## src/rtl/qerv_bufreg_seq_if.sv

```systemverilog
// Control bundle between the instruction state logic and the buffer-register sequencer.
// master drives requests and the bus ack; slave (the sequencer) drives the buffer-register controls.
interface qerv_bufreg_seq_if #(
    parameter int unsigned BITS_PER_CYCLE = 1,
    parameter int unsigned LB             = $clog2(BITS_PER_CYCLE)
);
    logic        i_start;
    logic        i_mem;
    logic [4:0]  i_shamt;
    logic        i_dbus_ack;
    logic        o_ready;
    logic        o_en;
    logic        o_init;
    logic        o_cnt0;
    logic        o_cnt1;
    logic [LB:0] o_shift_counter_lsb;
    logic        o_dbus_cyc;
    logic        o_done;

    modport master (
        output i_start, i_mem, i_shamt, i_dbus_ack,
        input  o_ready, o_en, o_init, o_cnt0, o_cnt1, o_shift_counter_lsb, o_dbus_cyc, o_done
    );

    modport slave (
        input  i_start, i_mem, i_shamt, i_dbus_ack,
        output o_ready, o_en, o_init, o_cnt0, o_cnt1, o_shift_counter_lsb, o_dbus_cyc, o_done
    );
endinterface

```

## src/rtl/qerv_bufreg_seq.sv

```systemverilog
// Buffer-register sequencer: accumulate pass, then a data-bus phase or a shift pass, then a
// one-cycle done pulse. All outputs decode from registered state only.
module qerv_bufreg_seq #(
    parameter int unsigned BITS_PER_CYCLE = 1,
    parameter int unsigned LB             = $clog2(BITS_PER_CYCLE)
) (
    input  logic               i_clk,
    input  logic               i_rst_n,
    qerv_bufreg_seq_if.slave   bus
);

    localparam logic [4:0] Step     = 5'(BITS_PER_CYCLE);
    localparam logic [4:0] LastInit = 5'(32 - BITS_PER_CYCLE);
    localparam logic [4:0] LsbMask  = 5'((1 << LB) - 1);

    typedef enum logic [2:0] {
        StIdle,
        StInit,
        StMem,
        StShift,
        StDone
    } state_e;

    state_e     state_q, state_d;
    logic [4:0] cnt_q, cnt_d;
    logic       mem_q, mem_d;
    logic [4:0] shamt_q, shamt_d;

    logic [4:0] shift_beats;
    logic [4:0] beat_idx;

    // Whole-beat part of the shift amount, and the beat index within the shift pass.
    assign shift_beats = shamt_q >> LB;
    assign beat_idx    = cnt_q >> LB;

    always_ff @(posedge i_clk or negedge i_rst_n) begin
        if (!i_rst_n) begin
            state_q <= StIdle;
            cnt_q   <= '0;
            mem_q   <= 1'b0;
            shamt_q <= '0;
        end else begin
            state_q <= state_d;
            cnt_q   <= cnt_d;
            mem_q   <= mem_d;
            shamt_q <= shamt_d;
        end
    end

    always_comb begin
        state_d = state_q;
        cnt_d   = cnt_q;
        mem_d   = mem_q;
        shamt_d = shamt_q;
        case (state_q)
            StIdle: begin
                if (bus.i_start) begin
                    mem_d   = bus.i_mem;
                    shamt_d = bus.i_shamt;
                    cnt_d   = '0;
                    state_d = StInit;
                end
            end
            StInit: begin
                cnt_d = cnt_q + Step;
                if (cnt_q == LastInit) begin
                    cnt_d = '0;
                    if (mem_q) begin
                        state_d = StMem;
                    end else if (shift_beats == 5'd0) begin
                        state_d = StDone;
                    end else begin
                        state_d = StShift;
                    end
                end
            end
            StMem: begin
                if (bus.i_dbus_ack) begin
                    state_d = StDone;
                end
            end
            StShift: begin
                cnt_d = cnt_q + Step;
                if (beat_idx == shift_beats - 5'd1) begin
                    cnt_d   = '0;
                    state_d = StDone;
                end
            end
            StDone: begin
                state_d = StIdle;
            end
            default: begin
                state_d = StIdle;
            end
        endcase
    end

    always_comb begin
        bus.o_ready             = 1'b0;
        bus.o_en                = 1'b0;
        bus.o_init              = 1'b0;
        bus.o_cnt0              = 1'b0;
        bus.o_cnt1              = 1'b0;
        bus.o_dbus_cyc          = 1'b0;
        bus.o_done              = 1'b0;
        bus.o_shift_counter_lsb = '0;
        if (state_q != StIdle) begin
            bus.o_shift_counter_lsb = (LB + 1)'(shamt_q & LsbMask);
        end
        case (state_q)
            StIdle:  bus.o_ready = 1'b1;
            StInit: begin
                bus.o_en   = 1'b1;
                bus.o_init = 1'b1;
                bus.o_cnt0 = (cnt_q == 5'd0);
                bus.o_cnt1 = (cnt_q == Step);
            end
            StMem:   bus.o_dbus_cyc = 1'b1;
            StShift: bus.o_en = 1'b1;
            StDone:  bus.o_done = 1'b1;
            default: bus.o_ready = 1'b0;
        endcase
    end

endmodule

```

## src/flat_wrapper.sv

```systemverilog
// flat-port wrapper written by rule: the top's interface ports become plain ports
module qerv_bufreg_seq_flat 
#(
    parameter int unsigned BITS_PER_CYCLE = 1,
    parameter int unsigned LB             = $clog2(BITS_PER_CYCLE)
)
  (i_clk, i_rst_n, bus_i_start, bus_i_mem, bus_i_shamt, bus_i_dbus_ack, bus_o_ready, bus_o_en, bus_o_init, bus_o_cnt0, bus_o_cnt1, bus_o_shift_counter_lsb, bus_o_dbus_cyc, bus_o_done);
  qerv_bufreg_seq_if #(.BITS_PER_CYCLE(BITS_PER_CYCLE), .LB(LB)) bus_i ();
  input  logic i_clk;
  input  logic i_rst_n;
  input wire logic [$bits(bus_i.i_start)-1:0] bus_i_start;
  input wire logic [$bits(bus_i.i_mem)-1:0] bus_i_mem;
  input wire logic [$bits(bus_i.i_shamt)-1:0] bus_i_shamt;
  input wire logic [$bits(bus_i.i_dbus_ack)-1:0] bus_i_dbus_ack;
  output wire logic [$bits(bus_i.o_ready)-1:0] bus_o_ready;
  output wire logic [$bits(bus_i.o_en)-1:0] bus_o_en;
  output wire logic [$bits(bus_i.o_init)-1:0] bus_o_init;
  output wire logic [$bits(bus_i.o_cnt0)-1:0] bus_o_cnt0;
  output wire logic [$bits(bus_i.o_cnt1)-1:0] bus_o_cnt1;
  output wire logic [$bits(bus_i.o_shift_counter_lsb)-1:0] bus_o_shift_counter_lsb;
  output wire logic [$bits(bus_i.o_dbus_cyc)-1:0] bus_o_dbus_cyc;
  output wire logic [$bits(bus_i.o_done)-1:0] bus_o_done;
  assign bus_i.i_start = bus_i_start;
  assign bus_i.i_mem = bus_i_mem;
  assign bus_i.i_shamt = bus_i_shamt;
  assign bus_i.i_dbus_ack = bus_i_dbus_ack;
  assign bus_o_ready = bus_i.o_ready;
  assign bus_o_en = bus_i.o_en;
  assign bus_o_init = bus_i.o_init;
  assign bus_o_cnt0 = bus_i.o_cnt0;
  assign bus_o_cnt1 = bus_i.o_cnt1;
  assign bus_o_shift_counter_lsb = bus_i.o_shift_counter_lsb;
  assign bus_o_dbus_cyc = bus_i.o_dbus_cyc;
  assign bus_o_done = bus_i.o_done;
  qerv_bufreg_seq #(.BITS_PER_CYCLE(BITS_PER_CYCLE), .LB(LB)) u_core (.i_clk(i_clk), .i_rst_n(i_rst_n), .bus(bus_i));
endmodule
```

## config.mk

```make
export PLATFORM = sky130hd
export DESIGN_NAME = qerv_bufreg_seq_flat
export DESIGN_NICKNAME = d
export VERILOG_FILES = /design/src/rtl/qerv_bufreg_seq_if.sv /design/src/rtl/qerv_bufreg_seq.sv /design/src/flat_wrapper.sv
export SDC_FILE = /design/constraint.sdc
export NUM_CORES = 1
export LEC_CHECK = 0
export ABC_AREA = 1
export CAP_MARGIN = 0
export CORE_UTILIZATION = 30
export CTS_BUF_LIST = sky130_fd_sc_hd__clkbuf_4 sky130_fd_sc_hd__clkbuf_8 sky130_fd_sc_hd__clkbuf_16
export DETAILED_ROUTE_END_ITERATION = 10
export SLEW_MARGIN = 30
export SYNTH_ARGS = -nofsm -noshare
export SYNTH_HDL_FRONTEND = slang
export SYNTH_SLANG_ARGS = --single-unit
```

## constraint.sdc

```tcl
create_clock -name i_clk -period 3.3 [get_ports i_clk]
set_input_delay 0.66 -clock i_clk [delete_from_list [all_inputs] [get_ports i_clk]]
set_output_delay 0.66 -clock i_clk [all_outputs]
set_load 0.01 [all_outputs]
```

## Word-level counts from Yosys, hierarchy flattened

Index checks and enable logic that the tools add are counted.

| storage, ports and cells | value |
|---|---|
| flip-flop bits (word level) | 14 |
| input port bits | 10 |
| output and inout port bits | 8 |
| logic and storage cells | 43 |

| cells by class | value |
|---|---|
| add/subtract/negate cells | 2 |
| eq/ne operators | 11 |
| multiplexer cells | 18 |
| reduce and logical (&&, ||, !) cells | 8 |

Operators with widths:

| kind | number |
|---|---|
| 2-to-1 mux 3 bit | 6 |
| 2-to-1 mux 5 bit | 3 |
| case mux 5 bit (3 select lines) | 1 |
| case mux 3 bit (4 select lines) | 1 |
| logical NOT 5 bit | 2 |
| 2-to-1 mux 1 bit | 7 |
| == test 3 x 2 -> 1 bit (second input constant) | 2 |
| adder 5 x 1 -> 5 bit (second input constant) | 1 |
| == test 5 x 1 -> 1 bit (second input constant) | 1 |
| == test 5 bit | 1 |
| == test 5 bit (second input constant) | 1 |
| subtractor 5 x 1 -> 5 bit (second input constant) | 1 |
| inequality test 2 x 1 -> 1 bit (second input constant) | 2 |
| inequality test 2 bit (second input constant) | 2 |
| AND reduction 2 bit | 2 |
| AND reduction 4 bit | 1 |
| == test 3 x 1 -> 1 bit (second input constant) | 1 |
| == test 3 bit (second input constant) | 1 |
| logical NOT 3 bit | 1 |
| nonzero test 3 bit | 1 |
| OR reduction 2 bit | 1 |

## Logic depth before layout (Yosys ltp)

Gate-level depths: netlist (run 1).

| logic depth | value |
|---|---|
| depth after elaboration | 5 |
| depth in mapped cells | 13 |
| mapped depth without buffers | 13 |

## Worst setup path before layout (run 1)

OpenSTA, ideal clock, no wires.

| path | value |
|---|---|
| path type | register to output |
| start | reg u_core.state_q[2] |
| end | out bus_o_cnt0 |
| data arrival time | 1.108 ns |
| data required time | 2.640 ns |
| path slack | 1.532 ns |
| stages on the path, launching flop included | 4 |
| buffers on the path | 0 |
| cell sequence | dfrtp_1 nor3_4 inv_2 nor3_1 |

| between the ends | value |
|---|---|
| word-level cells in the longest chain between the ends | 2 |

RTL lines:

| element | line | source |
|---|---|---|
| start, declared | qerv_bufreg_seq.sv:24 | `state_e state_q, state_d;` |
| start signal, assigned | qerv_bufreg_seq.sv:38 | `state_q <= StIdle;` |
| start signal, assigned | qerv_bufreg_seq.sv:43 | `state_q <= state_d;` |
| == test 3 x 1 -> 1 bit | qerv_bufreg_seq.sv:110 | `case (state_q)` |
| 2-to-1 mux 1 bit | qerv_bufreg_seq.sv:110 |  |
| end, declared | flat_wrapper.sv:18 | `output wire logic [$bits(bus_i.o_cnt0)-1:0] bus_o_cnt0;` |

No other way between the ends.

## Final worst setup path (run 1)

Same ends and word-level chain as after synthesis.

==> results of run 1 <==
[power by group through the flow]
stage               combinational [mW]  clock [mW]  sequential [mW]
finish                           0.645      0.0958            0.339
global route                     0.758       0.116            0.348
CTS                              0.654       0.104            0.338
detailed placement               0.650           0            0.342
global placement                 0.635           0            0.338
floorplan                        0.469           0            0.321
[final cells by class]
class / count / area [um^2]
Multi-Input combinational cell: 95 / 494
Tap cell: 42 / 52.6
Inverter: 23 / 86.3
Sequential cell: 14 / 350
Timing Repair Buffer: 16 / 160
Clock buffer: 3 / 22.5
Fill cell: 300 / 1710
[cell families after synthesis]
group | after synthesis
buf+inv | 25
flops | 14
mux | 1
compound gates | 14
simple gates | 73
fa+ha+maj | 5
other cells | 1
xor+xnor | 1
[cells in the mapped netlist (2+ instances only)]
cell      count
a21oi_1       5
dfrtp_1      14
ha_1          5
inv_1        19
inv_2         4
nand2_1      36
nand3_1       9
nor2_1       16
nor2_2        2
nor3_1        3
o211ai_1      2
o21ai_1       4
[how the worst max path moves through the flow]
stage / end
floorplan: bus_o_cnt0
global placement: bus_o_cnt0
detailed placement: bus_o_cnt0
CTS: bus_o_cnt0
global route: bus_o_cnt0
finish: bus_o_cnt0
[through the flow]
stage               setup WS, ns  hold WS (ns)  cells
floorplan                   1.53         0.364    134
global route               0.638         0.556    193
detailed placement          1.04         0.521    190
global placement            1.13         0.516    190
CTS                        0.718         0.535    193
finish                     0.744         0.530    193
[layer usage]
metal  up-vias  track usage  routed length (um)
met5         -            0                   0
met4         0       0.0986                  69
met3         8       0.0402                  74
met2        19        0.212                 893
met1       365        0.165                 874
li1        454            -                   -
[cells in the final DEF, fill, tap and decap left out, types with 2 or more instances in the layout]
cell type,count
a21oi_1,5
clkbuf_4,3
clkdlybuf4s50_1,16
dfrtp_1,14
ha_1,5
inv_1,19
inv_2,4
nand2_1,36
nand3_1,9
nor2_1,16
nor2_2,2
nor3_1,3
o211ai_1,2
o21ai_1,4
[sequential cells by signal (all words and copies together) (netlist names)]
register,cells
u_core.state_q,3
u_core.shamt_q,5
u_core.mem_q,1
u_core.beat_idx,5
[critical path, stage by stage (launching register included)]
cell and delay, ns:
dfrtp_1 0.48, nor3_4 0.30, inv_2 0.09, nor3_1 0.17, clkdlybuf4s50_1 0.58
==> flow_summary.yaml, run 1 <==
hold_path:
  hold_start: "u_core.shamt_q[1]"
  hold_class: "flop to flop"
  min_path_cells: 2
  min_to: "u_core.shamt_q[1]"
floorplanning:
  start_util: 0.328
  core.rowCount: 19
  fp.dieW_um: 58.1
  io_pins: 18
  die_area_um2: 3370
  fp.dieH_um: 58.1
  core_um2: 2880
setup_path:
  worstRegToRegCells: 12
  crit_start: "u_core.state_q[2]"
  worstSetupEndpointType: "output port"
  cp_max_fo: 6
  reg2reg_to: "u_core.beat_idx[1]"
  r2r-start: "u_core.shamt_q[0]"
  worstSetupPathType: "flop to output port"
  cp.arrival_ns: 1.90
  cp_data_required_time_ns: 2.64
  startpoint_type: "flop"
  r2r_slack_ns: 1.63
layout:
  drive_gt1_frac: 0.0993
  post-route-cell-area_um2: 1170
  num_antenna_cells: 0
  layout.nets: 168
  syn2layout_area_growth_pct: 23.6
  postLayoutCoreUtil: 0.405
power:
  max-vdd-ir-drop_v: 0.000279
  p_per_area_nw_per_um2: 926
  p_comb_frac: 0.598
  power.leakage_nw: 0.583
  swShare: 0.469
  p_clk_frac: 0.089
  p_int_uw: 573
  p_switching_uw: 507
  p_seq_frac: 0.314
  report.power.total_mw: 1.08
yosys:
  synth_xor_area_frac: 0.00928
  yosys_most_used_dff: "dfrtp_1"
  synth_top_area_cell: "dfrtp_1"
  ys_seq_elements: 14
  synth_fa_ha_area_frac: 0.0663
  syn_area_per_cell_um2: 7.04
  synth-simple-area-share: 0.347
  synthMuxAreaShare: 0.0119
  yosysWarnings: 0
  netlist-cell-type-count: 27
  netlist_area_um2: 943
  netlist_instances: 134
  synth_top_family_by_area: "simple AND/OR/NAND/NOR gates"
  synthTopCellsByArea: "dfrtp_1 (37%), nand2_1 (14%), inv_1 (7.6%)"
  ys_seq_area_frac: 0.371
  synth_compound_area_frac: 0.0849
  synth_edf_count: 0
  synth_top_area_frac: 0.371
  synthArstFlopShare: 1.00
  synth.net_count: 149
clocking:
  clk_path_buf_depth: 2
  cts_tree: "built"
  cts_buffers: 3
  ctsResizeCount: 0
  post_cts_buffers: 0
  clk_latency_ns: 0.28
  root_buffer: "clkbuf_4"
  cts_hold_buf: 0
  path_clk_slew_ns: 0.08
  cts.sinks: 14
  cts_max_level: 1
placement:
  post_dp_cell_area_um2: 1140
  gp_congestion: 0.794
  portBuffers: 16
  dp.final_hpwl_mm: 1.58
sta:
  fin_setup_tns_ns: 0
  min_period_ns: 2.56
  setup_viol: 0
  tightest_slew_ns: 0.630
  final_max_slew_viol_count: 0
  rsz0062_at_grt: "no"
  fin_skew_ns: 0.00387
  period_share: 0.775
  max_clock_freq_ghz: 0.391
  relSlewSlack: 0.578
  final-hold-violation-count: 0
routing:
  ant_nets: 0
  vias_per_cell: 4.38
  drc: 0
  wl_mm: 1.91
  vias: 846
  detail_route.first_pass.iterations: 4
  drt_first_iter_violations: 22
  avgRoutedWirePerCell_um: 9.91
job:
  drv_cap: 0
global_routing:
  grt_pass1_wl_mm: 3.42
  antenna_found_initial: 0
  grt_pass1_vias: 807
  grt_overflow: 0
  grt_max_degree: 15
  track_usage: 0.138
status:
  outcome: "complete, no violations"
No activity file was read; power rests on OpenSTA's default activity.
==> run 2: changes to the inputs <==
==> constraint.sdc (replaced) <==
create_clock -name i_clk -period 2.4 [get_ports i_clk]
set_input_delay 0.48 -clock i_clk [delete_from_list [all_inputs] [get_ports i_clk]]
set_output_delay 0.48 -clock i_clk [all_outputs]
set_load 0.01 [all_outputs]
==> run 2 against run 1 <==
Against the previous run: sequential share of layout area decreased by 0.66 points; clock skew decreased by 0.0021 ns; clock power increased by 74%; count of clock-buffer cells in the layout increased by 1; routed wire length increased by 1.7%; largest power group unchanged; hold slack got worse by 0.00052 ns; first-iteration DRC count decreased by 18%; total power increased by 43%; cell area increased by 2.3%; die area unchanged; final cell count increased by 1.0%; flip-flop and latch count unchanged.
==> flow_summary.yaml, run 2 (same netlist as run 1, synthesis figures left out) <==
floorplanning:
  fp.dieH_um: 58.1
  core_um2: 2880
  start_util: 0.328
  core.rowCount: 19
  io_pins: 18
  die_area_um2: 3370
  fp.dieW_um: 58.1
global_routing:
  antenna_found_initial: 0
  grt_overflow: 0
  grt_pass1_wl_mm: 3.38
  track_usage: 0.134
  grt_max_degree: 15
  grt_pass1_vias: 807
clocking:
  path_clk_slew_ns: 0.08
  clk_latency_ns: 0.28
  cts_tree: "built"
  cts_buffers: 3
  cts.sinks: 14
  root_buffer: "clkbuf_4"
  clk_path_buf_depth: 2
  cts_hold_buf: 0
  cts_max_level: 1
routing:
  ant_nets: 0
  wl_mm: 1.94
  drc: 0
  vias: 861
  avgRoutedWirePerCell_um: 9.97
  drt_first_iter_violations: 18
  detail_route.first_pass.iterations: 4
  vias_per_cell: 4.42
placement:
  dp_slack_ns: 0.328
  dp.final_hpwl_mm: 1.60
  portBuffers: 16
  gp_congestion: 0.808
layout:
  drive_gt1_frac: 0.111
  layout_common_cells: "nand2_1 (36), inv_1 (19), nor2_1 (16)"
  layout.nets: 169
  final_common_cell: "nand2_1"
  syn2layout_area_growth_pct: 26.4
  num_antenna_cells: 0
sta:
  worst_slack_ns: 0.250
  final-hold-violation-count: 0
  max_clock_freq_ghz: 0.465
  period_share: 0.896
  tightest_slew_ns: 0.625
  setup_viol: 0
  final_max_slew_viol_count: 0
  relSlewSlack: 0.582
  min_period_ns: 2.15
  hold_ws_ns: 0.529
  fin_setup_tns_ns: 0
  fin_skew_ns: 0.00174
  rsz0062_at_grt: "no"
setup_path:
  startpoint_type: "flop"
  cp.arrival_ns: 1.67
  cp_data_required_time_ns: 1.92
  cp_max_fo: 5
  worstSetupEndpointType: "output port"
  worstSetupPathType: "flop to output port"
status:
  outcome: "complete, no violations"
power:
  p_per_area_nw_per_um2: 1300
  power.leakage_nw: 0.629
  max-vdd-ir-drop_v: 0.000438
job:
  drv_cap: 0
hold_path:
  hold_class: "flop to flop"
-- run 2: final cells by class --
cell class                      count  area [um^2]
Clock buffer                        4         36.3
Fill cell                         294         1680
Inverter                           23         86.3
Multi-Input combinational cell     95          494
Sequential cell                    14          350
Tap cell                           42         52.6
Timing Repair Buffer               17          173
-- run 2: what timing repair did --
| item | in CTS | in global routing |
|---|---|---|
| gates resized for setup | 0 | 2 |
| buffers inserted | 0 | 1 |
| endpoints found under the setup margin | 0 | 2 |
-- run 2: where the power goes --
part / total, mW / switching [mW] / internal [mW]
logic: 0.912 / 0.517 / 0.394
registers: 0.468 / 0.122 / 0.346
clock network: 0.167 / 0.0742 / 0.0923
-- run 2: critical path, cell delays in order, from the launching register on --
cell,delay (ns)
dfrtp_1,0.43
inv_2,0.09
nor3_4,0.27
clkdlybuf4s50_1,0.59
-- run 2: per-stage QoR --
step / utilization / power (mW) / cell area (um^2) / std cells
final: 0.415 / 1.55 / 1190 / 195
after floorplan: - / 1.09 / 943 / 134
after CTS: 0.410 / 1.54 / 1180 / 194
after global routing: 0.415 / 1.72 / 1190 / 195
after global placement: 0.398 / 1.34 / 1140 / 190
after detailed placement: 0.398 / 1.37 / 1140 / 190
-- run 2: worst paths after layout --
kind / cells after the start / slack (ns) / from / to
hold / removal: 2 / 0.53 / u_core.shamt_q[1] / u_core.shamt_q[1]
setup / recovery: 3 / 0.25 / u_core.state_q[0] / bus_o_init
max in group asynchronous: 1 / 1.41 / i_rst_n / u_core.state_q[0]
setup reg to reg: 12 / 0.73 / u_core.shamt_q[0] / u_core.beat_idx[1]
min in group asynchronous: 1 / 0.59 / i_rst_n / u_core.shamt_q[0]
hold reg to reg: 2 / 0.53 / u_core.shamt_q[1] / u_core.shamt_q[1]
-- run 2: metal layers --
metal  vias to the layer above  part of all wire  routed length (um)  track usage
met5                         -                 0                   0            0
met4                         0             0.044                  85       0.0884
met1                       376              0.48                 925        0.164
met3                         8             0.037                  72       0.0402
li1                        457                 -                   -            -
met2                        20              0.44                 861        0.204
